==> src/rtl/fetch_pkg.sv <==
// rtl/fetch_pkg.sv - shared types and constants for the instruction-fetch stage
package fetch_pkg;

  typedef enum logic {
    RUN   = 1'b0,
    ERROR = 1'b1
  } fetch_state_e;

  localparam logic [31:0] RESET_PC_DEFAULT = 32'h0000_0000;
  localparam int          ILEN             = 4;

endpackage

==> src/rtl/fetch_unit_pc_target.sv <==
// rtl/fetch_unit_pc_target.sv - next-PC selection (sequential, branch, JALR) and alignment check
module pc_target
  import fetch_pkg::*;
#(
  parameter int DATA_WIDTH    = 32,
  parameter int ADDRESS_WIDTH = 32
) (
  input  logic [ADDRESS_WIDTH-1:0] i_pc,
  input  logic                     i_br_taken,
  input  logic                     i_jalr_taken,
  input  logic [DATA_WIDTH-1:0]    i_imm,
  input  logic [DATA_WIDTH-1:0]    i_rd1,
  output logic [ADDRESS_WIDTH-1:0] o_next_pc,
  output logic                     o_misaligned
);

  logic [ADDRESS_WIDTH-1:0] w_imm;
  logic [ADDRESS_WIDTH-1:0] w_rs1;
  logic [ADDRESS_WIDTH-1:0] w_jalr_target;
  logic [ADDRESS_WIDTH-1:0] w_br_target;
  logic [ADDRESS_WIDTH-1:0] w_seq_target;

  assign w_imm         = ADDRESS_WIDTH'(i_imm);
  assign w_rs1         = ADDRESS_WIDTH'(i_rd1);
  assign w_jalr_target = (w_rs1 + w_imm) & ~ADDRESS_WIDTH'(1);
  assign w_br_target   = i_pc + w_imm;
  assign w_seq_target  = i_pc + ADDRESS_WIDTH'(ILEN);

  // JALR wins over a simultaneous branch indication
  assign o_next_pc = i_jalr_taken ? w_jalr_target :
                     i_br_taken   ? w_br_target   : w_seq_target;

  assign o_misaligned = (i_jalr_taken | i_br_taken) & (o_next_pc[1:0] != 2'b00);

endmodule

==> src/rtl/fetch_unit.sv <==
// rtl/fetch_unit.sv - PC owner, single-outstanding imem fetch and one-entry instruction buffer
module fetch_unit
  import fetch_pkg::*;
#(
  parameter int                       DATA_WIDTH    = 32,
  parameter int                       ADDRESS_WIDTH = 32,
  parameter logic [ADDRESS_WIDTH-1:0] RESET_PC      = ADDRESS_WIDTH'(RESET_PC_DEFAULT)
) (
  input  logic                     clk,
  input  logic                     rst_n,
  input  logic                     fetch_en,
  output logic                     imem_req,
  output logic [ADDRESS_WIDTH-1:0] imem_addr,
  input  logic                     imem_rvalid,
  input  logic [DATA_WIDTH-1:0]    imem_rdata,
  output logic                     instr_valid,
  input  logic                     instr_ready,
  output logic [DATA_WIDTH-1:0]    instr,
  output logic [ADDRESS_WIDTH-1:0] pc_out,
  output logic [ADDRESS_WIDTH-1:0] pc_plus4,
  input  logic                     br_taken,
  input  logic                     jalr_taken,
  input  logic [DATA_WIDTH-1:0]    ImmOp,
  input  logic [DATA_WIDTH-1:0]    rd1,
  output logic                     fetch_err
);

  fetch_state_e             r_state;
  fetch_state_e             w_state_next;
  logic [ADDRESS_WIDTH-1:0] r_fetch_pc;
  logic [ADDRESS_WIDTH-1:0] r_req_pc;
  logic                     r_outstanding;
  logic                     r_buf_valid;
  logic [DATA_WIDTH-1:0]    r_instr;
  logic [ADDRESS_WIDTH-1:0] r_pc_out;

  logic                     w_consume;
  logic                     w_issue;
  logic                     w_accept;
  logic [ADDRESS_WIDTH-1:0] w_next_pc;
  logic                     w_misaligned;

  pc_target #(
    .DATA_WIDTH    (DATA_WIDTH),
    .ADDRESS_WIDTH (ADDRESS_WIDTH)
  ) u_pc_target (
    .i_pc         (r_pc_out),
    .i_br_taken   (br_taken),
    .i_jalr_taken (jalr_taken),
    .i_imm        (ImmOp),
    .i_rd1        (rd1),
    .o_next_pc    (w_next_pc),
    .o_misaligned (w_misaligned)
  );

  always_ff @(posedge clk or negedge rst_n) begin
    if (!rst_n) begin
      r_state <= RUN;
    end else begin
      r_state <= w_state_next;
    end
  end

  // Issue only when the buffer is empty or being drained, so buffer and request never both occupy
  always_comb begin
    w_state_next = r_state;
    w_consume    = 1'b0;
    w_accept     = 1'b0;
    w_issue      = 1'b0;
    imem_addr    = r_fetch_pc;
    if (r_state == RUN) begin
      w_consume = r_buf_valid & instr_ready;
      w_accept  = imem_rvalid & r_outstanding;
      if (w_consume) begin
        imem_addr = w_next_pc;
      end
      w_issue = fetch_en & ~r_outstanding & (~r_buf_valid | w_consume)
              & ~(w_consume & w_misaligned);
      if (w_consume & w_misaligned) begin
        w_state_next = ERROR;
      end
    end
  end

  always_ff @(posedge clk or negedge rst_n) begin
    if (!rst_n) begin
      r_fetch_pc    <= RESET_PC;
      r_req_pc      <= '0;
      r_outstanding <= 1'b0;
      r_buf_valid   <= 1'b0;
      r_instr       <= '0;
      r_pc_out      <= '0;
    end else begin
      if (w_issue) begin
        r_outstanding <= 1'b1;
        r_req_pc      <= imem_addr;
      end
      if (w_consume) begin
        r_buf_valid <= 1'b0;
        r_fetch_pc  <= w_next_pc;
      end
      if (w_accept) begin
        r_outstanding <= 1'b0;
        r_buf_valid   <= 1'b1;
        r_instr       <= imem_rdata;
        r_pc_out      <= r_req_pc;
      end
    end
  end

  assign imem_req    = w_issue;
  assign instr_valid = r_buf_valid & (r_state == RUN);
  assign instr       = r_instr;
  assign pc_out      = r_pc_out;
  assign pc_plus4    = r_pc_out + ADDRESS_WIDTH'(ILEN);
  assign fetch_err   = (r_state == ERROR);

endmodule

==> config.mk <==
export PLATFORM = sky130hd
export DESIGN_NAME = fetch_unit
export DESIGN_NICKNAME = d
export VERILOG_FILES = /design/src/rtl/fetch_pkg.sv /design/src/rtl/fetch_unit_pc_target.sv /design/src/rtl/fetch_unit.sv
export SDC_FILE = /design/constraint.sdc
export NUM_CORES = 1
export LEC_CHECK = 0
export ABC_AREA = 1
export CORE_MARGIN = 5
export CORE_UTILIZATION = 53
export CTS_BUF_LIST = sky130_fd_sc_hd__clkbuf_16
export CTS_CLUSTER_DIAMETER = 150
export DETAILED_ROUTE_END_ITERATION = 10
export PLACE_DENSITY = 0.83
export SLEW_MARGIN = 40
export SYNTH_ARGS = -nofsm -noshare
export SYNTH_HDL_FRONTEND = slang
export SYNTH_SLANG_ARGS = --single-unit
==> constraint.sdc <==
create_clock -name clk -period 2.95 [get_ports clk]
set_input_delay 0.295 -clock clk [delete_from_list [all_inputs] [get_ports clk]]
set_output_delay 0.295 -clock clk [all_outputs]
set_load 0.02 [all_outputs]
==> run_results.csv, run 1 <==
group,metric,value,unit
run_status,status,"aborted with a tool error",
run_status,stop_stage,"global routing (5_1_grt)",
run_status,stop_error,"[ERROR GRT-0232] Routing congestion too high. Check the congestion heatmap in the GUI.",
yosys,synth_ff_type,"dfrtp_1",
cts,root_buffer,"clkbuf_16",
floorplanning,num_rows,52,
cts,htree_levels,4,
timing,grt-worst-endpoint,"imem_addr[28]",
global_route,grt_max_degree,62,
yosys,ys_ff_latch,131,
yosys,yosysTopAreaCell,"dfrtp_1",
yosys,yosysMostFrequentCell,"nand2_1",
yosys,syn_area_per_cell,6.388,sq um
yosys,synth-edff-count,0,
yosys,ys_types,47,
yosys,synthCells,1709,
yosys,synthTopCellsByCount,"nand2_1, inv_1, nand3_1",
place,io_buffers,233,
floorplanning,die_w,153.5,um
yosys,ys_warn_count,0,
place,gp_congestion,1.024,
floorplanning,die_h,153.5,um
cts,cts.sinks,131,
global_route,grt_overflow,144,
floorplanning,initial_core_util,0.5395,
yosys,netlist_area,10920,sq um
yosys,synth_top_area_frac,0.3003,
yosys,async_flop_share,1.000,
yosys,ys_seq_area_frac,0.3003,
floorplanning,num_io_pins,234,
yosys,synthTopCellsByArea,"dfrtp_1, nand2_1, inv_1",
yosys,syn_nets,1876,
timing,worst-ep-kind,"output port",
place,dp_hpwl,38800,um
cts,cts_buffer_depth,2,
cts,numCtsBuffers,17,
global_route,gr-usage-all-layers,0.7690,
through the flow:
step	worst slack (ns)	TNS [ns]	std cells	util	instance area, sq um
floorplan	0.2379	0	1709	-	10920
global placement	-0.7019	-14.75	2453	0.7687	15550
detailed placement	-0.7307	-17.49	2453	0.7687	15550
CTS	-0.06961	-0.2520	2504	0.8438	17070
routing by layer:
metal	overflow	global-route usage
met4	60	0.7998
met3	3	0.6414
met1	3	0.7498
met5	0	0.2340
met2	78	0.9250
kinds of logic after synthesis:
logic type,Yosys count,share of synthesized area
flops,131,0.3003
xor+xnor,37,0.03037
buf+inv,259,0.09146
simple gates,992,0.3885
fa+ha+maj,64,0.07473
compound gates,226,0.1146
timing repair:
item                       4_1_cts
pin swaps                       37
setup buffers                   19
setup endpoints to repair       48
hold endpoints to repair        45
gates resized for setup        340
hold buffers                     1
==> run 2, diff against run 1 <==
- CORE_UTILIZATION: 53 -> 40
- CTS_BUF_LIST: sky130_fd_sc_hd__clkbuf_16 -> not set
- CTS_CLUSTER_DIAMETER: 150 -> not set
- PLACE_DENSITY: 0.83 -> not set
- PLACE_DENSITY_LB_ADDON: not set -> 0.15
==> run 2 against run 1 <==
  * The flow now finishes, with violations (setup timing)
  * Area after synthesis is the same
  * Synthesized cell count is the same
==> run_results.csv, run 2 <==
group,metric,value,unit
setup_path,critPathLaunchType,"register",
cts,path_clk_slew,0.07,ns
yosys,syn_area_per_cell,6.388,sq um
yosys,syn_nets,1876,
setup_path,critPathMaxStageDelay,0.44,ns
setup_path,crit_family,"simple AND/OR/NAND/NOR gates",
cells_and_area,regArea,3292,sq um
global_route,grt_max_degree,81,
cells_and_area,final_util,0.6788,
power,p_comb_frac,0.283,
timing,tightest_slew,0.6111,ns
setup_path,worst-path-buf-inv,3,
timing,finalSetupViolations,6,
power,power_switching,1.690,mW
global_route,first_global_vias,13310,
yosys,synth_ff_type,"dfrtp_1",
yosys,yosysMostFrequentCell,"nand2_1",
power,p_per_area,300.4,nW/um^2
timing,slew_viol_final,0,
timing,fin_skew,0.01093,ns
job,drv_cap,0,
power,p_clk_frac,0.390,
power,switching_share,0.3076,
floorplanning,num_io_pins,234,
cts,cts.sinks,131,
floorplanning,die_h,175.2,um
place,io_buffers,233,
yosys,synthTopCellsByArea,"dfrtp_1, nand2_1, inv_1",
routing,wire_per_inst,18.63,um
setup_path,criticalPathCategory,"reg2out",
yosys,synthTopCellsByCount,"nand2_1, inv_1, nand3_1",
setup_path,crit_arrival,2.74,ns
global_route,grt_pass1_wl,73270,um
run_status,violations,"setup timing",
cts,root_buffer,"clkbuf_16",
worst_hold_path,min_path_type,"in2async",
global_route,gr-usage-all-layers,0.3051,
setup_path,worstPathMaxFanout,4,
floorplanning,die_area,30700,sq um
cts,cts_tree,"yes",
timing,fin_crit_sh,1.027,
global_route,antenna_found_initial,0,
cells_and_area,n_fill_cell,2365,
routing,firstDrtPassIters,5,
cells_and_area,final_cell_mix,"nand2_1, buf_4, inv_1, clkdlybuf4s50_1, dfrtp_1",
timing,max_freq,0.3300,GHz
routing,antenna_left,0,
cells_and_area,multiInputGateArea,8225,sq um
floorplanning,core_area,26950,sq um
setup_path,required,2.65,ns
timing,fin_setup_tns,-0.2035,ns
cts,clock_latency,0.42,ns
cts,numCtsBuffers,17,
floorplanning,die_w,175.2,um
cts,htree_levels,4,
yosys,ys_warn_count,0,
place,gp_congestion,0.9643,
timing,hold_violations,0,
power,power.leakage,9.464,nW
routing,viasPerCell,5.148,
floorplanning,num_rows,60,
global_route,grt_overflow,0,
cells_and_area,final_common_cell,"nand2_1",
timing,setup_ws,-0.08042,ns
yosys,synthCells,1709,
routing,vias,13480,
routing,remaining_drc_errors,0,
cells_and_area,n_antenna_cell,0,
yosys,ys_types,47,
yosys,async_flop_share,1.000,
timing,min_period,3.030,ns
yosys,netlist_area,10920,sq um
routing,initialDrtViolationCount,1020,
timing,max-slew-margin-rel,0.5920,
power,internal-power,3.804,mW
setup_path,cp_cell_sequence,"ha_4, nand2_1, buf_4, o21bai_1, buf_4, nand2_1, nand2_1, nand2_1, nand3_1, nand2_1, nand3_2, nand2_1, a21boi_0, buf_2",
run_status,status,"finished, violations left",
setup_path,critPathCaptureType,"output pin",
power,irDropWorstVdd,0.3880,mV
yosys,synth-edff-count,0,
power,power_frac_seq,0.327,
cts,cts_buffer_depth,2,
cells_and_area,syn_to_final_growth,67.58,%
place,dp_hpwl,38630,um
setup_path,critical_path.most_common_cell,"nand2_1",
floorplanning,initial_core_util,0.4051,
yosys,yosysTopAreaCell,"dfrtp_1",
yosys,ys_ff_latch,131,
setup_path,cpMaxStageDelayCell,"dfrtp_1",
yosys,ys_seq_area_frac,0.3003,
cells_and_area,final_nets,2432,
place,dpl_worst_slack,-0.7051,ns
routing,drt-total-wl,48780,um
yosys,synth_top_area_frac,0.3003,
timing,rsz0062_at_grt,"true",
cells_and_area,drive_above_1_share,0.3281,
## run 2: cell type report
cell class              instances  share of cell area
clock buffers                  18             0.02401
clock inverters                13            0.008207
inverters                     221             0.04535
multi-input cells            1319              0.4496
flip-flops and latches        131              0.1799
well taps                     341             0.02332
repair buffers                575              0.2695
## run 2: per-layer routing
metal / GRT usage / part of all wire / up-vias
met4: 0.08969 / 0.030 / 0
met2: 0.5212 / 0.47 / 501
li1: - / - / 6564
met1: 0.4023 / 0.42 / 6333
met5: 0 / 0 / -
met3: 0.04370 / 0.072 / 79
## run 2: kinds of logic after synthesis
kind of cell               after synthesis  share of synthesized area
buffers and inverters                  259                    0.09146
adders and majority gates               64                    0.07473
AOI/OAI and AO/OA                      226                     0.1146
DFF                                    131                     0.3003
xor gates and xnor gates                37                    0.03037
and+or+nand+nor                        992                     0.3885
## run 2: power by group through the flow
stage	Sequential [mW]	Combinational, mW	Clock, mW
after floorplan	1.83	0.556	0
after global placement	1.83	1.28	0
after detailed placement	1.83	1.28	0
after CTS	1.80	1.41	2.18
after global routing	1.80	1.68	2.26
final	1.80	1.55	2.14
## run 2: worst paths after layout
kind	from	end	slack [ns]	cells after the start
min	rst_n	instr[24]	0.24	2
min in group clk	imem_rdata[25]	instr[25]	0.40	3
max in group asynchronous	rst_n	instr[17]	1.90	3
max	pc_out[11]	imem_addr[25]	-0.08	14
max reg2reg	pc_out[0]	r_req_pc[22]	0.29	10
min reg2reg	r_req_pc[14]	pc_out[14]	0.47	2
## run 2: repair_timing
item,in CTS,in global routing
buffers inserted,14,10
pin swaps,45,59
resized for setup,317,222
hold buffers,1,0
endpoints found under the hold margin,7,0
gates cloned,0,0
endpoints found under the setup margin,49,38
## run 2: metrics by stage
step	hold slack [ns]	power, mW	instance area [sq um]	cells
floorplan	-0.0005911	2.386	10920	1709
global placement	0.1207	3.110	15980	2562
detailed placement	0.1235	3.112	15980	2562
CTS	0.2106	5.379	17380	2608
global route	0.2718	5.736	18290	2618
finish	0.2394	5.495	18290	2618
Note: power is estimated with default switching activity, not from simulation.
